<file path="config.mk">
export PLATFORM = sky130hd
export DESIGN_NAME = gt_32b
export DESIGN_NICKNAME = d
export VERILOG_FILES = /design/src/rtl/gt_32b_pkg.sv /design/src/rtl/gt_32b_slice.sv /design/src/rtl/gt_32b.sv
export SDC_FILE = /design/constraint.sdc
export NUM_CORES = 1
export LEC_CHECK = 0
export CAP_MARGIN = 30
export CORE_UTILIZATION = 36
export CTS_BUF_LIST = sky130_fd_sc_hd__clkbuf_8 sky130_fd_sc_hd__clkbuf_16
export DETAILED_ROUTE_END_ITERATION = 16
export GPL_ROUTABILITY_DRIVEN = 0
export PLACE_DENSITY = 0.83
export SKIP_LAST_GASP = 1
export SLEW_MARGIN = 30
export SYNTH_ARGS = -nofsm -noshare
export SYNTH_HDL_FRONTEND = slang
export SYNTH_SLANG_ARGS = --single-unit
</file>
<file path="constraint.sdc">
create_clock -name clk -period 0.8 [get_ports clk]
set_input_delay 0.12 -clock clk [delete_from_list [all_inputs] [get_ports clk]]
set_output_delay 0.12 -clock clk [all_outputs]
set_load 0.01 [all_outputs]
</file>
<file path="src/rtl/gt_32b_pkg.sv">
// Shared definitions for the gt_32b magnitude comparator: default operand
// width, the three-way compare result type and the nibble merge helper used
// by the MSB-first priority tree.
package gt_32b_pkg;

  localparam int GT_32B_WIDTH = 32;

  typedef enum logic [1:0] {
    LT = 2'd0,
    EQ = 2'd1,
    GT = 2'd2
  } cmp_res_t;

  // Combine the verdict of the more significant nibbles with one lower nibble.
  // A decision already taken higher up always wins; only a tie so far lets the
  // lower nibble decide.
  function automatic cmp_res_t mergeNibble(input cmp_res_t upper,
                                           input logic     nibGt,
                                           input logic     nibEq);
    cmp_res_t res;
    res = upper;
    if (upper == EQ) begin
      if (nibGt) begin
        res = GT;
      end else if (!nibEq) begin
        res = LT;
      end
    end
    return res;
  endfunction

endpackage

</file>
<file path="src/rtl/gt_32b_slice.sv">
// gt_4b_slice: unsigned 4-bit nibble comparator producing greater-than and
// equal flags; less-than is implied when both are low.
module gt_4b_slice (
  input  logic [3:0] i_a,
  input  logic [3:0] i_b,
  output logic       o_gt,
  output logic       o_eq
);

  // Plain unsigned nibble compare; sign handling happens before the tree.
  always_comb begin
    o_gt = (i_a > i_b);
    o_eq = (i_a == i_b);
  end

endmodule

</file>
<file path="src/rtl/gt_32b.sv">
// gt_32b: registered three-way comparator (Output = a>b, eq, lt) with a
// one-cycle latency. Built from WIDTH/4 nibble slices merged MSB first.
// Optional feature macro: GT_32B_SIGNED_EN adds the signed_mode port, which
// selects two's-complement compare per cycle; without it every compare is
// unsigned.
module gt_32b
  import gt_32b_pkg::*;
#(
  parameter int WIDTH = GT_32B_WIDTH
) (
  input  logic             clk,
  input  logic             rst,
  input  logic             in_valid,
  input  logic [WIDTH-1:0] a,
  input  logic [WIDTH-1:0] b,
`ifdef GT_32B_SIGNED_EN
  input  logic             signed_mode,
`endif
  output logic             Output,
  output logic             eq,
  output logic             lt,
  output logic             out_valid
);

  localparam int NIBBLES = WIDTH / 4;

  logic [WIDTH-1:0]   w_a;
  logic [WIDTH-1:0]   w_b;
  logic [NIBBLES-1:0] w_sliceGt;
  logic [NIBBLES-1:0] w_sliceEq;
  cmp_res_t           w_res;

  logic r_gt;
  logic r_eq;
  logic r_lt;
  logic r_valid;

`ifdef GT_32B_SIGNED_EN
  // Flipping both sign bits maps two's-complement order onto unsigned order,
  // so the same unsigned tree serves both modes.
  always_comb begin
    w_a = {a[WIDTH-1] ^ signed_mode, a[WIDTH-2:0]};
    w_b = {b[WIDTH-1] ^ signed_mode, b[WIDTH-2:0]};
  end
`else
  // Unsigned-only build: operands go to the tree untouched.
  always_comb begin
    w_a = a;
    w_b = b;
  end
`endif

  for (genvar g = 0; g < NIBBLES; g++) begin : g_slice
    gt_4b_slice u_slice (
      .i_a  (w_a[4*g +: 4]),
      .i_b  (w_b[4*g +: 4]),
      .o_gt (w_sliceGt[g]),
      .o_eq (w_sliceEq[g])
    );
  end

  // MSB-first priority tree: the most significant differing nibble decides.
  always_comb begin
    w_res = EQ;
    for (int i = NIBBLES - 1; i >= 0; i--) begin
      w_res = mergeNibble(w_res, w_sliceGt[i], w_sliceEq[i]);
    end
  end

  // Capture a new result on every accepted edge; otherwise hold the flags and
  // drop out_valid. Reset clears everything, discarding any compare in flight.
  always_ff @(posedge clk or posedge rst) begin
    if (rst) begin
      r_gt    <= 1'b0;
      r_eq    <= 1'b0;
      r_lt    <= 1'b0;
      r_valid <= 1'b0;
    end else begin
      r_valid <= in_valid;
      if (in_valid) begin
        r_gt <= (w_res == GT);
        r_eq <= (w_res == EQ);
        r_lt <= (w_res == LT);
      end
    end
  end

  assign Output    = r_gt;
  assign eq        = r_eq;
  assign lt        = r_lt;
  assign out_valid = r_valid;

endmodule

</file>
-- After elaboration in Yosys (flattened, before gate mapping)
Cells that the tools add are included.
- output and inout bits: 4
- register bits after elaboration: 4
- bits of input ports: 67
- multiplexer cells: 23
- equality and inequality tests: 17
- reduce and logical (&&, ||, !) cells: 1
- order comparisons: 8
- operators with widths (kind ; number):
    2-to-1 mux 2 bit ; 22
    equality test 4 bit ; 8
    > comparator 4 bit ; 8
    equality test 2 x 1 -> 1 bit (second input constant) ; 8
    equality test 2 bit (second input constant) ; 1
    zero test 2 bit ; 1
    2-to-1 mux 1 bit ; 1

-- Longest topological paths before layout
Gate-level depths: netlist of run 1.
- depth in word-level cells: 25
- gate-level depth with buffers: 8

-- Hierarchy
A second synthesis of run 1 with hierarchy kept.
- cell total of the unflattened synthesis: 130
- area total of the unflattened synthesis: 1122.3 um^2
- modules (own cells, without submodules) (module ; seq. area each (um^2) ; cells an instance ; area an instance (um^2) ; times used):
    gt_4b_slice ; 0.0 ; 13 ; 108.9 ; 8
    gt_32b ; 100.1 ; 26 ; 251.5 ; 1

-- Worst setup path before layout of run 1
Ideal clock, no wire load.
- kind: input -> register
- start: input b[31]
- end: register r_lt (netlist: lt)
- data arrival time: 1.714 ns
- slack: -1.048 ns
- data required time: 0.666 ns
- buffers on the path: 0
- stages on the path: 7
- library setup time: 0.134 ns
- cells stage by stage: inv_1 ha_1 and4_4 nand2_2 or4_4 a2111oi_4 o32ai_1
- cells in the longest elaborated chain, start to end: 25
- elaborated cells between the ends (all ways): 33
- those cells by class: order compare: 1; eq/ne: 8; mux: 23; reduce/logical: 1
- ends and longest elaborated chain (element ; line ; RTL):
    from (decl) ; gt_32b.sv:15 ; input logic [WIDTH-1:0] b,
    branches (longest 2 deep; another with > comparator 4 bit) ; - ;
    2-to-1 mux 2 bit (*) ; gt_32b_pkg.sv:23 ; if (nibGt) begin
    2-to-1 mux 2 bit ; gt_32b_pkg.sv:25 ; end else if (!nibEq) begin
    2-to-1 mux 2 bit ; gt_32b_pkg.sv:23 ;
    2-to-1 mux 2 bit (*) ; gt_32b_pkg.sv:22 ; if (upper == EQ) begin
    2-to-1 mux 2 bit ; gt_32b_pkg.sv:25 ;
    2-to-1 mux 2 bit ; gt_32b_pkg.sv:23 ;
    2-to-1 mux 2 bit (*) ; gt_32b_pkg.sv:22 ;
    [... 8 more ...] ; - ;
    2-to-1 mux 2 bit (*) ; gt_32b_pkg.sv:22 ;
    2-to-1 mux 2 bit ; gt_32b_pkg.sv:25 ;
    2-to-1 mux 2 bit ; gt_32b_pkg.sv:23 ;
    2-to-1 mux 2 bit (*) ; gt_32b_pkg.sv:22 ;
    2-to-1 mux 2 bit ; gt_32b_pkg.sv:25 ;
    2-to-1 mux 2 bit ; gt_32b_pkg.sv:23 ;
    2-to-1 mux 2 bit (*) ; gt_32b_pkg.sv:22 ;
    zero test 2 bit (*) ; gt_32b.sv:83 ; r_lt <= (w_res == LT);
    to (signal assigned) ; gt_32b.sv:83 ;
    to (decl) ; gt_32b.sv:35 ; logic r_lt;
Mark *: on every way between the ends.
A chain may end at the register's enable or synchronous reset.

-- Worst setup path after layout of run 1
- start: input a[29]
- end: register r_lt (netlist: lt)
- cells in the longest elaborated chain, start to end: 25
- elaborated cells between the ends (all ways): 33
- those cells by class: order compare: 1; eq/ne: 8; mux: 23; reduce/logical: 1
- ends and longest elaborated chain (element ; line ; RTL):
    from (decl) ; gt_32b.sv:14 ; input logic [WIDTH-1:0] a,
    branches (longest 2 deep; another with > comparator 4 bit) ; - ;
    2-to-1 mux 2 bit (*) ; gt_32b_pkg.sv:23 ;
    2-to-1 mux 2 bit ; gt_32b_pkg.sv:25 ;
    2-to-1 mux 2 bit ; gt_32b_pkg.sv:23 ;
    2-to-1 mux 2 bit (*) ; gt_32b_pkg.sv:22 ;
    2-to-1 mux 2 bit ; gt_32b_pkg.sv:25 ;
    2-to-1 mux 2 bit ; gt_32b_pkg.sv:23 ;
    2-to-1 mux 2 bit (*) ; gt_32b_pkg.sv:22 ;
    [... 8 more ...] ; - ;
    2-to-1 mux 2 bit (*) ; gt_32b_pkg.sv:22 ;
    2-to-1 mux 2 bit ; gt_32b_pkg.sv:25 ;
    2-to-1 mux 2 bit ; gt_32b_pkg.sv:23 ;
    2-to-1 mux 2 bit (*) ; gt_32b_pkg.sv:22 ;
    2-to-1 mux 2 bit ; gt_32b_pkg.sv:25 ;
    2-to-1 mux 2 bit ; gt_32b_pkg.sv:23 ;
    2-to-1 mux 2 bit (*) ; gt_32b_pkg.sv:22 ;
    zero test 2 bit (*) ; gt_32b.sv:83 ;
Marks and branches as above.

==> metrics.md, run 1 <==
| Metric | Value |
|---|---|
| Relative slew slack | 76.8% |
| Crit path arrival time | 1.83 ns |
| Fmax | 574 MHz |
| Pre-CTS setup slack | -1.53 ns |
| Max_cap viols | 0 |
| Inserted Clock Buffers | 3 |
| Die ar. | 0.00308 mm² |
| Dominant cell type by area after synthesis | ha_1 |
| Tcrit/Tclk final | 218% |
| Post-synth EDFFs | 0 |
| Tot GR Track Use | 21.5% |
| Initial Utilization | 37.7% |
| Syn_nets | 233 |
| Final worst slack | -0.942 ns |
| CTS max path bufs | 2 |
| Syn Area/Cell | 7.69 µm² |
| Num rows | 19 |
| Number of distinct library cells after synthesis | 26 |
| Clk sinks | 4 |
| WL/cell | 14.0 µm |
| First-pass GRT wire length | 5.43 mm |
| Hold Crit Class | in -> async |
| Num ports | 71 |
| Seq cells post-synth | 4 |
| Synth Instances | 134 |
| Area contributors post-synth | ha_1 (39%), inv_1 (13%), dfrtp_1 (9.7%) |
| Largest net degree at the start of global routing | 5 |
| Clk slew on worst S/H paths | 0.03 ns |
| IO buf count | 70 |
| CP Class | in -> reg |
| Vias in the first global route | 1388 |
| Initial DRT Pass Iterations | 4 |
| Seq/Total Area, Yosys | 9.71% |
| Startpoint Class | input pin |
| Final #Nets | 325 |
| Non-Filler Instances | 255 |
| Final WL | 3.57 mm |
| Final hold viol count | 0 |
| Synth Warn # | 0 |
| Post-cts hold buffer count | 0 |
| Worst-Margin Slew | 0.347 ns |
| Grt ovf | 0 |
| Most used DFF post-synth | dfrtp_1 |
| Async set or reset register ratio after synthesis | 100% |
| Crit end category | flop |
| DR iter-0 viols | 38 |
| Mapped Area | 0.00103 mm² |
| Diodes inserted | 0 |
| Root Buffer | clkbuf_8 |
| Final Setup Violations | 7 |
| Post-route ant nets | 0 |
| Final min period | 1.74 ns |
| R2R depth | 3 |
| Core area | 0.00273 mm² |
| Worst Path Required | 0.89 ns |
| Avg Vias per Cell | 5.21 |
| Number of remaining DRC errors | 0 |
| CTS tree | yes |
| Die Span Y | 55.5 µm |
| Unrepaired setup endpoints after global routing | yes |
| Vias | 1329 |
| Post-DP HPWL | 2.54 mm |
| Max-slew violations | 0 |
| Clock Latency Late Sink | 0.22 ns |
| Area share of the leading cell type in the synthesized netlist | 38.8% |
| Max VDD drop | 0.790 mV |
| H-tree depth | 1 |
| Outcome | finished with violations |
| Leak Pwr | 1.04 nW |
| Ratio of cells with drive above 1 in the final layout | 45.1% |
| Die Width | 55.5 µm |
| Most frequent cell after synthesis | inv_1 |
| Post-Place Cells | 246 |
| Failing checks | setup timing |
| Design Power | 1.74 mW |
| Area Growth Syn to Fin | 121% |
| Most instantiated cells after synthesis | inv_1 (37), ha_1 (32), a21oi_1 (10) |
| CP max FO | 3 |
| Initial antenna violation count | 0 |
| Pwr dens | 763 mW/mm² |
| Layout Skew | 0 ns |
-- cell type report --
class / instances / area [µm²]
clock buffer: 3 / 41.3
fill: 153 / 455
inverter: 37 / 164
multi-input combinational: 93 / 1130
sequential: 4 / 100
tap: 31 / 38.8
timing repair buffer: 87 / 802
-- through the flow --
stage / util (%) / setup TNS (ns) / hold slack, ns / area (µm²)
3_5_place_dp: 71.8 / -5.27 / 0.325 / 1960
5_1_grt: 83.3 / -3.04 / 0.109 / 2280
4_1_cts: 79.1 / -2.69 / 0.0958 / 2160
6_report: 83.3 / -2.81 / 0.0900 / 2280
2_1_floorplan: - / -2.33 / -0.114 / 1140
3_3_place_gp: 71.8 / -5.14 / 0.312 / 1960
-- flip-flops by register name (all words and copies together), names as in the netlist --
name / count
lt: 1
out_valid: 1
Output: 1
eq: 1
-- cell usage in the layout (no fill, tap or decap), types with 3 or more instances in the layout --
cell / count
o21ai_0: 3
ha_4: 23
inv_4: 5
o211ai_1: 4
a21oi_1: 9
buf_6: 13
nor3_2: 3
nand4_1: 7
nor2_1: 5
clkdlybuf4s15_1: 6
buf_4: 17
buf_2: 6
clkdlybuf4s50_1: 20
inv_1: 16
ha_1: 9
dlygate4sd2_1: 21
inv_2: 15
dfrtp_1: 4
nor2b_1: 5
clkbuf_8: 3
-- worst paths after layout --
kind	slack, ns	start	to
max	-0.94	a[29]	lt$_DFFE_PP0P_
min	0.09	rst	lt$_DFFE_PP0P_
max reg2reg	-0.02	eq$_DFFE_PP0P_	eq$_DFFE_PP0P_
min reg2reg	0.56	lt$_DFFE_PP0P_	lt$_DFFE_PP0P_
max in group asynchronous	0.56	rst	out_valid$_DFF_PP0_
min in group clk	0.46	in_valid	out_valid$_DFF_PP0_
-- critical path: stages --
cell and delay, ns:
buf_2 0.11, ha_4 0.26, and4_4 0.24, nand2_4 0.05
or4_4 0.57, a2111oi_4 0.35, o32ai_2 0.12
-- power by group --
group / leakage [nW] / switching (mW) / total (mW) / internal (mW)
Combinational: 0.974 / 0.438 / 1.07 / 0.636
Clock: 0.0216 / 0.113 / 0.435 / 0.321
Sequential: 0.0489 / 0.00816 / 0.230 / 0.222
-- metal layers --
| metal | GRT usage, % | up-vias | routed length (µm) |
|---|---|---|---|
| met5 | 0 | - | 0 |
| met3 | 5.15 | 10 | 240 |
| met4 | 11.1 | 0 | 55 |
| met2 | 40.3 | 71 | 1960 |
| met1 | 21.8 | 596 | 1310 |
| li1 | - | 652 | - |
-- what timing repair did --
item                                    4_1_cts  5_1_grt
pin swaps                                    28       19
setup buffers                                 5        2
gates resized for setup                     164       21
endpoints found under the setup margin        7        7
-- cell families (layout without fill, tap and decap cells) --
kind of cell             after synthesis  count (layout)  synth area share (%)
AO/OA/AOI/OAI                         29              29                  19.3
buffers and inverters                 37             127                  13.5
adder cells (fa/ha/maj)               32              32                  38.8
AND/OR/NAND/NOR                       32              32                  18.7
flip-flops                             4               4                  9.71
(Power assumes the default switching activity.)
==> inputs of run 2 (changes only) <==
--- a/config.mk
+++ b/config.mk
@@ -6,13 +6,15 @@
 export NUM_CORES = 1
 export LEC_CHECK = 0
 export CAP_MARGIN = 30
-export CORE_UTILIZATION = 36
+export CORE_UTILIZATION = 34
 export CTS_BUF_LIST = sky130_fd_sc_hd__clkbuf_8 sky130_fd_sc_hd__clkbuf_16
+export CTS_CLUSTER_SIZE = 30
 export DETAILED_ROUTE_END_ITERATION = 16
 export GPL_ROUTABILITY_DRIVEN = 0
-export PLACE_DENSITY = 0.83
+export PLACE_DENSITY = 0.79
 export SKIP_LAST_GASP = 1
 export SLEW_MARGIN = 30
 export SYNTH_ARGS = -nofsm -noshare
 export SYNTH_HDL_FRONTEND = slang
+export SYNTH_HIERARCHICAL = 1
 export SYNTH_SLANG_ARGS = --single-unit
==> constraint.sdc (replaced) <==
create_clock -name clk -period 1.4 [get_ports clk]
set_input_delay 0.21 -clock clk [delete_from_list [all_inputs] [get_ports clk]]
set_output_delay 0.21 -clock clk [all_outputs]
set_load 0.01 [all_outputs]
==> run 2 against run 1 <==
  * The run still ends with setup timing left
  * First-iteration DRC count fell by 29%
  * Clock power down 46%
  * Core utilization fell by 6.8 points
  * Hold slack improved by 0.12 ns
  * Sequential power fell by 42%
==> metrics.md, run 2 <==
| Metric | Value |
|---|---|
| Final hold viol count | 0 (unchanged) |
| Most instantiated cells after synthesis | inv_1 (34), ha_1 (32), a21oi_1 (10) |
| Dpl cell area | 0.00215 mm² (+9.4%) |
| Xor/xnor share of the synthesized area | 0% (unchanged) |
| Post-route ant nets | 0 (unchanged) |
| Dominant cell type by area after synthesis | ha_1 |
| R2R depth | 1 (-2) |
| Largest net degree at the start of global routing | 5 (unchanged) |
| Seq cells post-synth | 4 (unchanged) |
| First-pass GRT wire length | 6.11 mm (+12%) |
| IO buf count | 70 (unchanged) |
| Clk slew on worst S/H paths | 0.03 ns (about the same) |
| Post-synthesis mux area share | 0% (unchanged) |
| Syn_nets | 229 (-1.7%) |
| Outcome | finished with violations |
| Mapped Area | 0.00112 mm² (+8.9%) |
| Number of remaining DRC errors | 0 (unchanged) |
| Tcrit/Tclk final | 126% |
| Design Power | 1.11 mW (-36%) |
| Ratio of cells with drive above 1 in the final layout | 77.6% (+32 points) |
| Most used DFF post-synth | dfrtp_1 |
| Commonest non-fill, non-tap cell in the layout | buf_2 |
| Post-Synth Adder-Cell Area | 35.7% (-3.2 points) |
| Max VDD drop | 0.231 mV (-71%) |
| Die ar. | 0.00353 mm² (+15%) |
| Final worst slack | -0.357 ns (+0.585 ns) |
| Fmax | 569 MHz |
| Die Width | 59.5 µm (+7.1%) |
| Timing endpoint of the critical path | lt$_DFFE_PP0P_ |
| Grt ovf | 0 (unchanged) |
| Startpoint Class | input pin |
| Clk sinks | 4 (unchanged) |
| Relative slew slack | 73.9% (-2.8 points) |
| DR iter-0 viols | 27 (-29%) |
| Crit end category | flop |
| H-tree depth | 1 (unchanged) |
| WHS | 0.212 ns (+0.122 ns) |
| Initial DRT Pass Iterations | 4 (unchanged) |
| Synth Instances | 130 (-3.0%) |
| WL/cell | 13.9 µm (-0.56%) |
| Inserted Clock Buffers | 3 (unchanged) |
| Final Setup Violations | 3 (-4) |
| Area share of the leading cell type in the synthesized netlist | 35.7% (-3.2 points) |
| Commonest non-fill, non-tap cells in the layout | buf_2 (44), buf_4 (29), ha_4 (26), inv_2 (20), clkdlybuf4s50_1 (13) |
| Layout Skew | 0 ns (unchanged) |
| Core area | 0.00310 mm² (+14%) |
| Tot GR Track Use | 22.5% (+1.0 points) |
| CP max FO | 2 (-1) |
| Num ports | 71 (unchanged) |
| Final min period | 1.76 ns |
| Largest family of logic cells by synthesized area | adder cells |
| Die Span Y | 59.5 µm (+7.1%) |
| Design area | 0.00237 mm² (+4.2%) |
| Number of distinct library cells after synthesis | 23 (-12%) |
| Post-cts hold buffer count | 0 (unchanged) |
| Clock Latency Late Sink | 0.21 ns (about the same) |
| Crit path arrival time | 1.85 ns (+0.02 ns) |
| Num rows | 20 (+1) |
| Reg2reg end | lt$_DFFE_PP0P_ |
| Hold Crit Class | in -> async |
| CP Class | in -> reg |
| Root Buffer | clkbuf_8 |
| Async set or reset register ratio after synthesis | 100% (unchanged) |
| Seq/Total Area, Yosys | 8.92% (-0.79 points) |
| Synth Warn # | 6 (+6) |
| Area contributors post-synth | ha_1 (36%), inv_1 (11%), dfrtp_1 (8.9%) |
| Initial antenna violation count | 0 (unchanged) |
| Syn Area/Cell | 8.63 µm² (+12%) |
| Synth Area in Compound Gates | 24.4% (+5.1 points) |
| Worst-Margin Slew | 0.389 ns (+0.0425 ns) |
| Avg Vias per Cell | 4.92 (-5.6%) |
| CTS max path bufs | 2 (unchanged) |
| Worst reg2reg setup slack | 0.68 ns (+0.70 ns) |
| Synth Area in Simple Gates | 19.6% (+0.93 points) |
| Max_cap viols | 0 (unchanged) |
| Final #Nets | 333 (+2.5%) |
| Area Growth Syn to Fin | 111% |
| Pre-CTS setup slack | -1.03 ns (+0.505 ns) |
| Vias | 1358 (+2.2%) |
| Post-synth EDFFs | 0 (unchanged) |
| Final WL | 3.84 mm (+7.6%) |
| Worst Path Required | 1.49 ns (+0.60 ns) |
| CTS tree | yes |
| # fillers | 220 (+44%) |
| Final core utilization | 76.5% (-6.8 points) |
| Failing checks | setup timing |
| Post-DP HPWL | 2.90 mm (+14%) |
| Leak Pwr | 1.13 nW (+8.5%) |
| Diodes inserted | 0 (unchanged) |
| Vias in the first global route | 1549 (+12%) |
| CP Launch Point | a[21] |
| Pwr dens | 469 mW/mm² (-39%) |
| Most frequent cell after synthesis | inv_1 |
| FF-to-FF Start | lt$_DFFE_PP0P_ |
| Max-slew violations | 0 (unchanged) |
| Unrepaired setup endpoints after global routing | yes |
| Initial Utilization | 36.2% (-1.5 points) |
run 2: timing repair:
item,CTS,global route
pin swaps,52,8
resized for setup,273,4
setup buffers,14,2
endpoints found under the setup margin,3,3
run 2: worst min path at each step:
stage          start  cells after the start                  end
2_1_floorplan    rst                      1   Output$_DFFE_PP0P_
3_3_place_gp     rst                      2  out_valid$_DFF_PP0_
3_5_place_dp     rst                      2  out_valid$_DFF_PP0_
4_1_cts          rst                      2  out_valid$_DFF_PP0_
5_1_grt          rst                      2  out_valid$_DFF_PP0_
6_report         rst                      2  out_valid$_DFF_PP0_
run 2: final cells by class:
class,instances,area (µm²),area share (%)
multi-input cells,92,1320,55.5
clock buffers,3,41.3,1.74
well taps,44,55.1,2.32
flip-flops and latches,4,100,4.22
repair buffers,99,716,30.2
inverters,34,145,6.11
run 2: critical path, stage by stage:
cell and delay (ns):
buf_6 0.10, ha_4 0.22, nor2b_4 0.12, o211ai_2 0.15, a21oi_2 0.08, or2_0 0.29
nand4bb_4 0.26, o21bai_1 0.17, a32o_1 0.25
run 2: logic make-up after synthesis:
| family | Yosys count |
|---|---|
| adders and majority gates | 32 |
| AOI/OAI and AO/OA | 33 |
| DFF | 4 |
| and+or+nand+nor | 27 |
| buffers and inverters | 34 |
run 2: through the flow:
stage                     std cells  TNS, ns
after floorplan                 130   -0.659
after global placement          257    -2.57
after detailed placement        257    -2.76
after CTS                       274   -0.580
after global routing            276    -1.04
final                           276   -0.861
run 2: routing by layer:
layer / track usage, % / vias to the layer above / share of wire [%]
met1: 21.8 / 624 / 37
met2: 47.7 / 55 / 55
li1: - / 669 / -
met5: 0 / - / 0
met4: 7.48 / 0 / 2.1
met3: 2.18 / 10 / 5.7
run 2: power by group:
part | internal [mW] | switching [mW]
sequential | 0.127 | 0.00684
combinational | 0.448 | 0.296
clock | 0.183 | 0.0524
